==> config.mk <==
export PLATFORM = sky130hd
export DESIGN_NAME = fir_mac_sequencer_flat
export DESIGN_NICKNAME = d
export VERILOG_FILES = /design/src/rtl/fir_mac_sequencer_if.sv /design/src/rtl/fir_mac_sequencer.sv /design/src/flat_wrapper.sv
export SDC_FILE = /design/constraint.sdc
export NUM_CORES = 1
export LEC_CHECK = 0
export CORE_ASPECT_RATIO = 0.8
export CORE_MARGIN = 2
export CORE_UTILIZATION = 53
export DETAILED_ROUTE_END_ITERATION = 10
export PLACE_DENSITY = 0.81
export SLEW_MARGIN = 20
export SYNTH_ARGS = -nofsm -noshare
export SYNTH_HDL_FRONTEND = slang
export SYNTH_SLANG_ARGS = --single-unit
==> constraint.sdc <==
create_clock -name clk -period 2.3 [get_ports clk]
set_input_delay 0.345 -clock clk [delete_from_list [all_inputs] [get_ports clk]]
set_output_delay 0.345 -clock clk [all_outputs]
set_load 0.01 [all_outputs]
==> src/rtl/fir_mac_sequencer_if.sv <==
// Handshake and datapath-control bundle between fir_mac_sequencer (master) and its MAC datapath (slave).
// Build option FIR_SEQ_STALL_EN adds the out_ready back-pressure signal.
interface fir_mac_sequencer_if #(
  parameter int AW = 5
);
  logic          in_valid;
  logic          in_ready;
  logic          wr_en;
  logic [AW-1:0] wr_addr;
  logic          zero_sample;
  logic [AW-1:0] rd_addr;
  logic [AW-1:0] coef_addr;
  logic          mac_clr;
  logic          mac_en;
  logic          mac_last;
  logic          out_valid;
  logic          frame_done;
  logic          busy;
`ifdef FIR_SEQ_STALL_EN
  logic          out_ready;

  modport master (
    input  in_valid, out_ready,
    output in_ready, wr_en, wr_addr, zero_sample, rd_addr, coef_addr,
           mac_clr, mac_en, mac_last, out_valid, frame_done, busy
  );
  modport slave (
    output in_valid, out_ready,
    input  in_ready, wr_en, wr_addr, zero_sample, rd_addr, coef_addr,
           mac_clr, mac_en, mac_last, out_valid, frame_done, busy
  );
`else
  modport master (
    input  in_valid,
    output in_ready, wr_en, wr_addr, zero_sample, rd_addr, coef_addr,
           mac_clr, mac_en, mac_last, out_valid, frame_done, busy
  );
  modport slave (
    output in_valid,
    input  in_ready, wr_en, wr_addr, zero_sample, rd_addr, coef_addr,
           mac_clr, mac_en, mac_last, out_valid, frame_done, busy
  );
`endif
endinterface

==> src/rtl/fir_mac_sequencer.sv <==
// Time-multiplexed FIR scheduler: circular sample buffer writes, per-output MAC tap sweep, warm-up
// suppression and end-of-frame zero padding. Build option FIR_SEQ_STALL_EN holds valid outputs for out_ready.
//
// state  | meaning
// IDLE   | waiting for an input sample; accept writes it to the buffer
// MAC    | sweeping taps k=0..TAPS-1 through the shared accumulator
// OUT    | accumulator result presented (valid once warm-up is over)
// PADW   | writing a zero pad sample after the last real sample of a frame
module fir_mac_sequencer #(
  parameter int TAPS      = 32,
  parameter int AW        = 5,
  parameter int FRAME_LEN = 1024,
  parameter int CW        = 11
) (
  input logic           clk,
  input logic           rst,
  fir_mac_sequencer_if.master bus
);

  localparam logic [1:0] S_IDLE = 2'd0;
  localparam logic [1:0] S_MAC  = 2'd1;
  localparam logic [1:0] S_OUT  = 2'd2;
  localparam logic [1:0] S_PADW = 2'd3;

  localparam logic [AW-1:0] K_LAST   = AW'(TAPS - 1);
  localparam logic [CW-1:0] IDX_WARM = CW'(TAPS - 1);
  localparam logic [CW-1:0] IDX_PAD  = CW'(FRAME_LEN - 1);
  localparam logic [CW-1:0] IDX_LAST = CW'(FRAME_LEN + TAPS - 2);

  logic [1:0]    state;
  logic [AW-1:0] wr_ptr;
  logic [AW-1:0] base;
  logic [AW-1:0] k;
  logic [CW-1:0] idx;
  logic          accept;
  logic          out_ok;
  logic          out_adv;

  assign accept = (state == S_IDLE) && bus.in_valid;
  assign out_ok = (idx >= IDX_WARM);

`ifdef FIR_SEQ_STALL_EN
  // Warm-up results are discarded anyway, so only valid outputs wait for the consumer.
  assign out_adv = !out_ok || bus.out_ready;
`else
  assign out_adv = 1'b1;
`endif

  always_ff @(posedge clk or posedge rst) begin
    if (rst) begin
      state  <= S_IDLE;
      wr_ptr <= '0;
      base   <= '0;
      k      <= '0;
      idx    <= '0;
    end else begin
      case (state)
        S_IDLE: begin
          if (accept) begin
            base   <= wr_ptr;
            wr_ptr <= wr_ptr + 1'b1;
            state  <= S_MAC;
          end
        end
        S_MAC: begin
          if (k == K_LAST) begin
            k     <= '0;
            state <= S_OUT;
          end else begin
            k <= k + 1'b1;
          end
        end
        S_OUT: begin
          if (out_adv) begin
            if (idx == IDX_LAST) begin
              idx   <= '0;
              state <= S_IDLE;
            end else begin
              idx   <= idx + 1'b1;
              state <= (idx >= IDX_PAD) ? S_PADW : S_IDLE;
            end
          end
        end
        S_PADW: begin
          base   <= wr_ptr;
          wr_ptr <= wr_ptr + 1'b1;
          state  <= S_MAC;
        end
        default: state <= S_IDLE;
      endcase
    end
  end

  // Newest sample pairs with coefficient 0; addresses are parked at 0 outside the sweep.
  assign bus.in_ready    = (state == S_IDLE);
  assign bus.wr_en       = accept || (state == S_PADW);
  assign bus.wr_addr     = wr_ptr;
  assign bus.zero_sample = (state == S_PADW);
  assign bus.mac_en      = (state == S_MAC);
  assign bus.rd_addr     = (state == S_MAC) ? (base - k) : '0;
  assign bus.coef_addr   = (state == S_MAC) ? k : '0;
  assign bus.mac_clr     = (state == S_MAC) && (k == '0);
  assign bus.mac_last    = (state == S_MAC) && (k == K_LAST);
  assign bus.out_valid   = (state == S_OUT) && out_ok;
  assign bus.frame_done  = (state == S_OUT) && (idx == IDX_LAST);
  assign bus.busy        = (state != S_IDLE);

endmodule

==> src/flat_wrapper.sv <==
// flat-port wrapper written by rule: the top's interface ports become plain ports
module fir_mac_sequencer_flat 
#(
  parameter int TAPS      = 32,
  parameter int AW        = 5,
  parameter int FRAME_LEN = 1024,
  parameter int CW        = 11
)
  (clk, rst, bus_in_valid, bus_in_ready, bus_wr_en, bus_wr_addr, bus_zero_sample, bus_rd_addr, bus_coef_addr, bus_mac_clr, bus_mac_en, bus_mac_last, bus_out_valid, bus_frame_done, bus_busy);
  fir_mac_sequencer_if #(.AW(AW)) bus_i ();
  input logic clk;
  input logic rst;
  input wire logic [$bits(bus_i.in_valid)-1:0] bus_in_valid;
  output wire logic [$bits(bus_i.in_ready)-1:0] bus_in_ready;
  output wire logic [$bits(bus_i.wr_en)-1:0] bus_wr_en;
  output wire logic [$bits(bus_i.wr_addr)-1:0] bus_wr_addr;
  output wire logic [$bits(bus_i.zero_sample)-1:0] bus_zero_sample;
  output wire logic [$bits(bus_i.rd_addr)-1:0] bus_rd_addr;
  output wire logic [$bits(bus_i.coef_addr)-1:0] bus_coef_addr;
  output wire logic [$bits(bus_i.mac_clr)-1:0] bus_mac_clr;
  output wire logic [$bits(bus_i.mac_en)-1:0] bus_mac_en;
  output wire logic [$bits(bus_i.mac_last)-1:0] bus_mac_last;
  output wire logic [$bits(bus_i.out_valid)-1:0] bus_out_valid;
  output wire logic [$bits(bus_i.frame_done)-1:0] bus_frame_done;
  output wire logic [$bits(bus_i.busy)-1:0] bus_busy;
  assign bus_i.in_valid = bus_in_valid;
  assign bus_in_ready = bus_i.in_ready;
  assign bus_wr_en = bus_i.wr_en;
  assign bus_wr_addr = bus_i.wr_addr;
  assign bus_zero_sample = bus_i.zero_sample;
  assign bus_rd_addr = bus_i.rd_addr;
  assign bus_coef_addr = bus_i.coef_addr;
  assign bus_mac_clr = bus_i.mac_clr;
  assign bus_mac_en = bus_i.mac_en;
  assign bus_mac_last = bus_i.mac_last;
  assign bus_out_valid = bus_i.out_valid;
  assign bus_frame_done = bus_i.frame_done;
  assign bus_busy = bus_i.busy;
  fir_mac_sequencer #(.TAPS(TAPS), .AW(AW), .FRAME_LEN(FRAME_LEN), .CW(CW)) u_core (.clk(clk), .rst(rst), .bus(bus_i));
endmodule
==> flow_metrics.py, run 1 <==
metrics = {
    "sta": {
        "hold_viol_final": 0,
        "fmax_mhz": 427,
        "post-route-period-util_pct": 102,
        "setup_violations": 1,
        "rsz0062_at_grt": "yes",
        "layout_min_cycle_time_ps": 2340,
        "tightest_slew_ps": 464,
        "holdWs_ps": 439,
        "skew_ps": 5.25,
        "slew_violations": 0,
        "setup_slack_ps": -39.3,
        "slew_headroom_pct": 68.2,
    },
    "setup_path": {
        "cp_top_family": "adder cells",
        "cp_data_required_time_ps": 1960,
        "cp_max_fo": 2,
        "arrival_ps": 1990,
        "critPathKind": "reg -> out",
        "cpMaxStageDelayCell": "dfrtp_1",
        "cpPeakStageDelay_ps": 450,
        "crit_path_end_kind": "primary output",
        "crit_chain": "ha_4 > fa_2 > nand2b_4 > a21boi_2 > nor3_1 > nor3b_1 > buf_2",
        "worst-r2r-setup-slack_ps": 400,
        "crit_path_start_kind": "flop",
        "cp.buffers_inverters": 1,
    },
    "clocking": {
        "cts_tree": "yes",
        "clk_path_buf_depth": 2,
        "insertion_delay_ps": 280,
        "htreeDepth": 1,
        "clk_pin_slew_ps": 100,
        "holdBufCountCts": 0,
        "cts_sinks": 28,
        "cts_made_buffers": 3,
        "cts-root-buf": "clkbuf_8",
    },
    "synth": {
        "synth_edf_count": 0,
        "synth_area_leader_cell": "dfrtp_1",
        "postSynthCellCount": 171,
        "yosys-top-cells-count": "28 x dfrtp_1, 20 x nand2_1, 17 x nor2_1",
        "syn_area_mm2": 0.00168,
        "ys_top_cells_by_area": "dfrtp_1 42%, ha_1 10%, xnor2_1 4.7%",
        "async_reset_ff_share_pct": 100,
        "synth_warnings": 0,
        "synth_top_area_share_pct": 41.7,
        "yosys_most_used_dff": "dfrtp_1",
        "ys_seq_area_share_pct": 41.7,
        "synth_most_common_cell": "dfrtp_1",
        "synth_nets": 189,
        "netlist-cell-type-count": 35,
        "ys_ff_latch": 28,
        "syn_area_per_cell_um2": 9.82,
    },
    "routing": {
        "vias": 1347,
        "wirelength_um": 3930,
        "drc": 0,
        "viasPerCell": 5.39,
        "drtIter0Drc": 45,
        "drt_first_pass_iters": 4,
        "antenna_left": 0,
        "wl_per_cell_um": 15.7,
    },
    "die": {
        "die_w_um": 66.9,
        "initial_core_util_pct": 54.8,
        "die_y_um": 54.3,
        "pin_count": 27,
        "die_area_mm2": 0.00364,
        "placementRows": 18,
        "core_area_mm2": 0.00306,
    },
    "final_layout": {
        "nNetsFinal": 229,
        "fillCellCount": 227,
        "fin_util_pct": 70.1,
        "antennaDiodeCount": 0,
        "area_delta_synth_final_pct": 27.9,
        "drive_above_1_share_pct": 17.6,
        "layoutNonFillerInstCount": 250,
    },
    "place": {
        "port_buffers": 26,
        "placed_cells": 245,
        "gp_congestion": 0.927,
        "hpwlAfterDp_um": 2770,
    },
    "outcome": {
        "status": "finished with violations",
        "violations": "setup timing",
    },
    "worst_hold_path": {
        "min_path_type": "in -> async",
    },
    "grt": {
        "grt_pass1_wl_um": 6020,
        "grt_max_degree": 29,
        "antenna_found_initial": 0,
        "grt_pass1_vias": 1276,
        "gr-usage-all-layers_pct": 22.7,
        "grt_overflow": 0,
    },
    "power_and_ir_drop": {
        "pwr_density_cell_mw_per_mm2": 1420,
        "p_leak_nw": 1.05,
        "ir_worst_vdd_mv": 0.806,
    },
    "flow_run": {
        "drv_cap": 0,
    },
}
cells in the final DEF, fill, tap and decap left out, drive strengths merged, types with 5 or more instances in the layout:
cell,netlist,routed
o21ai,6,6
nand4,7,7
inv,15,15
clkbuf,2,5
buf,4,17
nand2,20,20
ha,14,14
xor2,7,7
clkdlybuf4s50,0,17
xnor2,9,9
dfrtp,28,28
nor2,17,17
cell families (layout without fill, tap and decap cells):
family,count (synthesis),count (layout),share of synthesized area (%)
flops,28,28,41.7
fa+ha+maj,15,15,11.6
compound gates,18,18,8.20
buf+inv,21,60,6.11
xor+xnor,16,16,8.35
simple gates,67,67,20.3
mux,6,6,3.73
stage by stage:
| step | cell area, µm² | TNS, ps | worst slack [ps] | total power [mW] |
|---|---|---|---|---|
| floorplan | 1680 | 0 | 228 | 1.84 |
| detailed placement | 2050 | -530 | -297 | 2.61 |
| global route | 2150 | -126 | -65.4 | 3.27 |
| CTS | 2110 | -2.09 | -1.32 | 2.95 |
| finish | 2150 | -39.3 | -39.3 | 3.05 |
| global placement | 2050 | -158 | -158 | 2.50 |
timing repair:
item / 4_1_cts / 5_1_grt
setup endpoints to repair: 7 / 8
buffers inserted: 0 / 1
gates resized for setup: 23 / 12
endpoints found under the hold margin: 0 / 0
pin swaps: 5 / 0
layout make-up:
type	count	area [µm²]	area share, %
well taps	40	50.0	2.33
repair buffers	41	364	16.9
inverters	15	56.3	2.62
multi-input cells	122	922	42.9
flip-flops and latches	28	701	32.6
clock buffers	4	55.1	2.56
worst min-delay path: stages:
cell and delay, ps:
clkdlybuf4s50_1 400, inv_1 60, buf_4 330
final timing paths:
| check | from | endpoint | depth (start not counted) |
|---|---|---|---|
| max | u_core.k[0] | bus_rd_addr[4] | 7 |
| min | rst | u_core.bus.wr_addr[2] | 3 |
| max reg2reg | u_core.k[0] | u_core.state[1] | 8 |
| min reg2reg | u_core.base[3] | u_core.base[3] | 2 |
| max in group asynchronous | rst | u_core.k[2] | 3 |
| min in group clk | u_core.base[3] | u_core.base[3] | 2 |
where the power goes:
group          switching [mW]  internal [mW]
combinational           0.929          0.933
sequential              0.200          0.676
clock                   0.156          0.153
total                    1.29           1.76
registers in the layout, summed over array words and instances (netlist names):
name                count
u_core.base             5
u_core.bus.wr_addr      5
u_core.idx             11
u_core.k                5
u_core.state            2
layer usage:
metal | vias up | global-route usage (%) | part of all wire [%]
li1 | 648 | - | -
met3 | 13 | 2.88 | 3.7
met2 | 37 | 38.8 | 50
met4 | 0 | 9.86 | 3.2
met5 | - | 0 | 0
met1 | 649 | 29.5 | 43
Note: power is estimated with default switching activity, not from simulation.
==> run 2: changes to the inputs <==
Settings changed: CORE_ASPECT_RATIO 0.8 to unset.
==> run 2 against run 1 <==
Net effect:
- the run still ends with setup timing left
- power down 3.4%
- worst hold slack worse by 110 ps
- register-to-register slack got worse by 40 ps
- clock power increased by 8.1%
- via count is 0.37% higher
- die area hardly changed
==> flow_metrics.py, run 2 (synthesized netlist as in run 1, its figures left out) <==
metrics = {
    "setup_path": {
        "cp_data_required_time_ps": 1960,
        "cp_max_fo": 2,
        "crit_path_start_kind": "flop",
        "rr_worst_depth": 5,
        "worst-r2r-setup-slack_ps": 360,
        "arrival_ps": 1980,
        "critPathKind": "reg -> out",
        "crit_path_end_kind": "primary output",
    },
    "sta": {
        "post-route-period-util_pct": 101,
        "setup_violations": 1,
        "rsz0062_at_grt": "yes",
        "setup_slack_ps": -29.7,
        "setup_tns_ps": -29.7,
        "layout_min_cycle_time_ps": 2330,
        "skew_ps": 1.82,
        "fmax_mhz": 429,
        "tightest_slew_ps": 589,
        "hold_viol_final": 0,
        "slew_violations": 0,
        "slew_headroom_pct": 59.6,
    },
    "routing": {
        "wirelength_um": 3500,
        "drt_first_pass_iters": 4,
        "viasPerCell": 5.20,
        "drtIter0Drc": 42,
        "antenna_left": 0,
        "wl_per_cell_um": 13.5,
        "vias": 1352,
        "drc": 0,
    },
    "power_and_ir_drop": {
        "p_leak_nw": 1.10,
        "switching_share_pct": 40.4,
        "power_frac_comb_pct": 59.8,
        "p_seq_share_pct": 28.8,
        "ir_worst_vdd_mv": 0.561,
        "p_int_mw": 1.76,
        "clkPwrFrac_pct": 11.4,
        "netSwitchingPower_mw": 1.19,
        "pwr_density_cell_mw_per_mm2": 1350,
    },
    "clocking": {
        "clk_pin_slew_ps": 150,
        "cts-root-buf": "clkbuf_4",
        "insertion_delay_ps": 350,
        "cts_tree": "yes",
        "htreeDepth": 1,
        "cts_made_buffers": 3,
        "clk_path_buf_depth": 2,
        "cts_sinks": 28,
        "holdBufCountCts": 0,
    },
    "final_layout": {
        "drive_above_1_share_pct": 20.8,
        "final_common_cell": "dfrtp_1",
        "regMostFlops": "u_core.idx",
        "nNetsFinal": 235,
        "antennaDiodeCount": 0,
        "area_delta_synth_final_pct": 29.7,
        "mostFrequentLayoutCells": "28 x dfrtp_1, 21 x buf_4, 20 x nand2_1",
        "stdcell_area_mm2": 0.00218,
        "largest_register_ffs": 11,
    },
    "die": {
        "placementRows": 20,
        "die_area_mm2": 0.00363,
        "pin_count": 27,
        "core_area_mm2": 0.00303,
        "die_y_um": 60.3,
        "die_w_um": 60.3,
        "initial_core_util_pct": 55.5,
    },
    "grt": {
        "antenna_found_initial": 0,
        "grt_max_degree": 29,
        "grt_pass1_vias": 1365,
        "grt_overflow": 0,
        "grt_pass1_wl_um": 5840,
        "gr-usage-all-layers_pct": 22.2,
    },
    "worst_hold_path": {
        "min_path_type": "in -> async",
    },
    "place": {
        "dpl_cell_area_mm2": 0.00205,
        "preCtsSetupSlack_ps": -234,
        "port_buffers": 26,
        "gp_congestion": 0.798,
        "hpwlAfterDp_um": 2670,
    },
    "flow_run": {
        "drv_cap": 0,
    },
    "outcome": {
        "violations": "setup timing",
        "status": "finished with violations",
    },
}
-- run 2: cell count changes in the layout (fill, tap and decap cells not counted), moves of 2 or more --
cell	before	now
clkbuf_8	4	0
clkbuf_4	0	3
buf_2	2	4
clkdlybuf4s15_1	2	0
buf_4	14	21
-- run 2: worst paths after layout --
check	startpoint	endpoint
setup reg to reg	u_core.idx[6]	u_core.state[1]
hold / removal	rst	u_core.idx[2]
max in group asynchronous	rst	u_core.state[0]
setup / recovery	u_core.k[0]	bus_rd_addr[4]
min in group clk	u_core.base[3]	u_core.base[3]
hold reg to reg	u_core.base[3]	u_core.base[3]
-- run 2: power groups by stage --
stage / combinational, mW / sequential [mW] / clock (mW)
CTS: 1.69 / 0.857 / 0.337
finish: 1.76 / 0.848 / 0.334
global route: 1.95 / 0.875 / 0.360
global placement: 1.61 / 0.857 / 0
detailed placement: 1.69 / 0.875 / 0
floorplan: 0.981 / 0.862 / 0
-- run 2: per-stage QoR --
step                std cells  hold slack [ps]  utilization, %  power (mW)
floorplan                 171              410               -        1.84
global placement          249              467            67.8        2.46
detailed placement        249              485            67.8        2.56
CTS                       257              342            71.0        2.88
global route              260              350            71.9        3.19
finish                    260              331            71.9        2.94
-- run 2: layout make-up --
cell class              instances  area (µm²)
inverters                      15        56.3
fillers                       245         851
clock inverters                 1        30.0
flip-flops and latches         28         701
repair buffers                 47         394
clock buffers                   3        22.5
well taps                      44        55.1
multi-input cells             122         918
-- run 2: layer usage --
| metal | vias to the layer above | routed length (µm) | global-route usage, % |
|---|---|---|---|
| met5 | - | 0 | 0 |
| met3 | 13 | 130 | 3.25 |
| met1 | 638 | 1310 | 23.2 |
| met2 | 37 | 1910 | 41.1 |
| met4 | 0 | 144 | 13.0 |
| li1 | 664 | - | - |
-- run 2: worst max-delay path: stages, from the launching register on --
cell and delay [ps]:
dfrtp_1 410, ha_2 190, fa_2 340, nand2b_4 140, a21boi_2 130, nor3_1 70
nor3b_1 190, buf_2 170
-- run 2: timing repair --
action	4_1_cts	5_1_grt
resized for setup	25	14
setup buffers	4	3
pin swaps	5	3
endpoints found under the setup margin	8	9
cloned	0	0
==> run 3: changes to the inputs <==
Settings changed: GPL_TIMING_DRIVEN set to 1.
==> results of run 3 <==
Same layout as run 2: the final DEF is identical, and so are final timing and power.
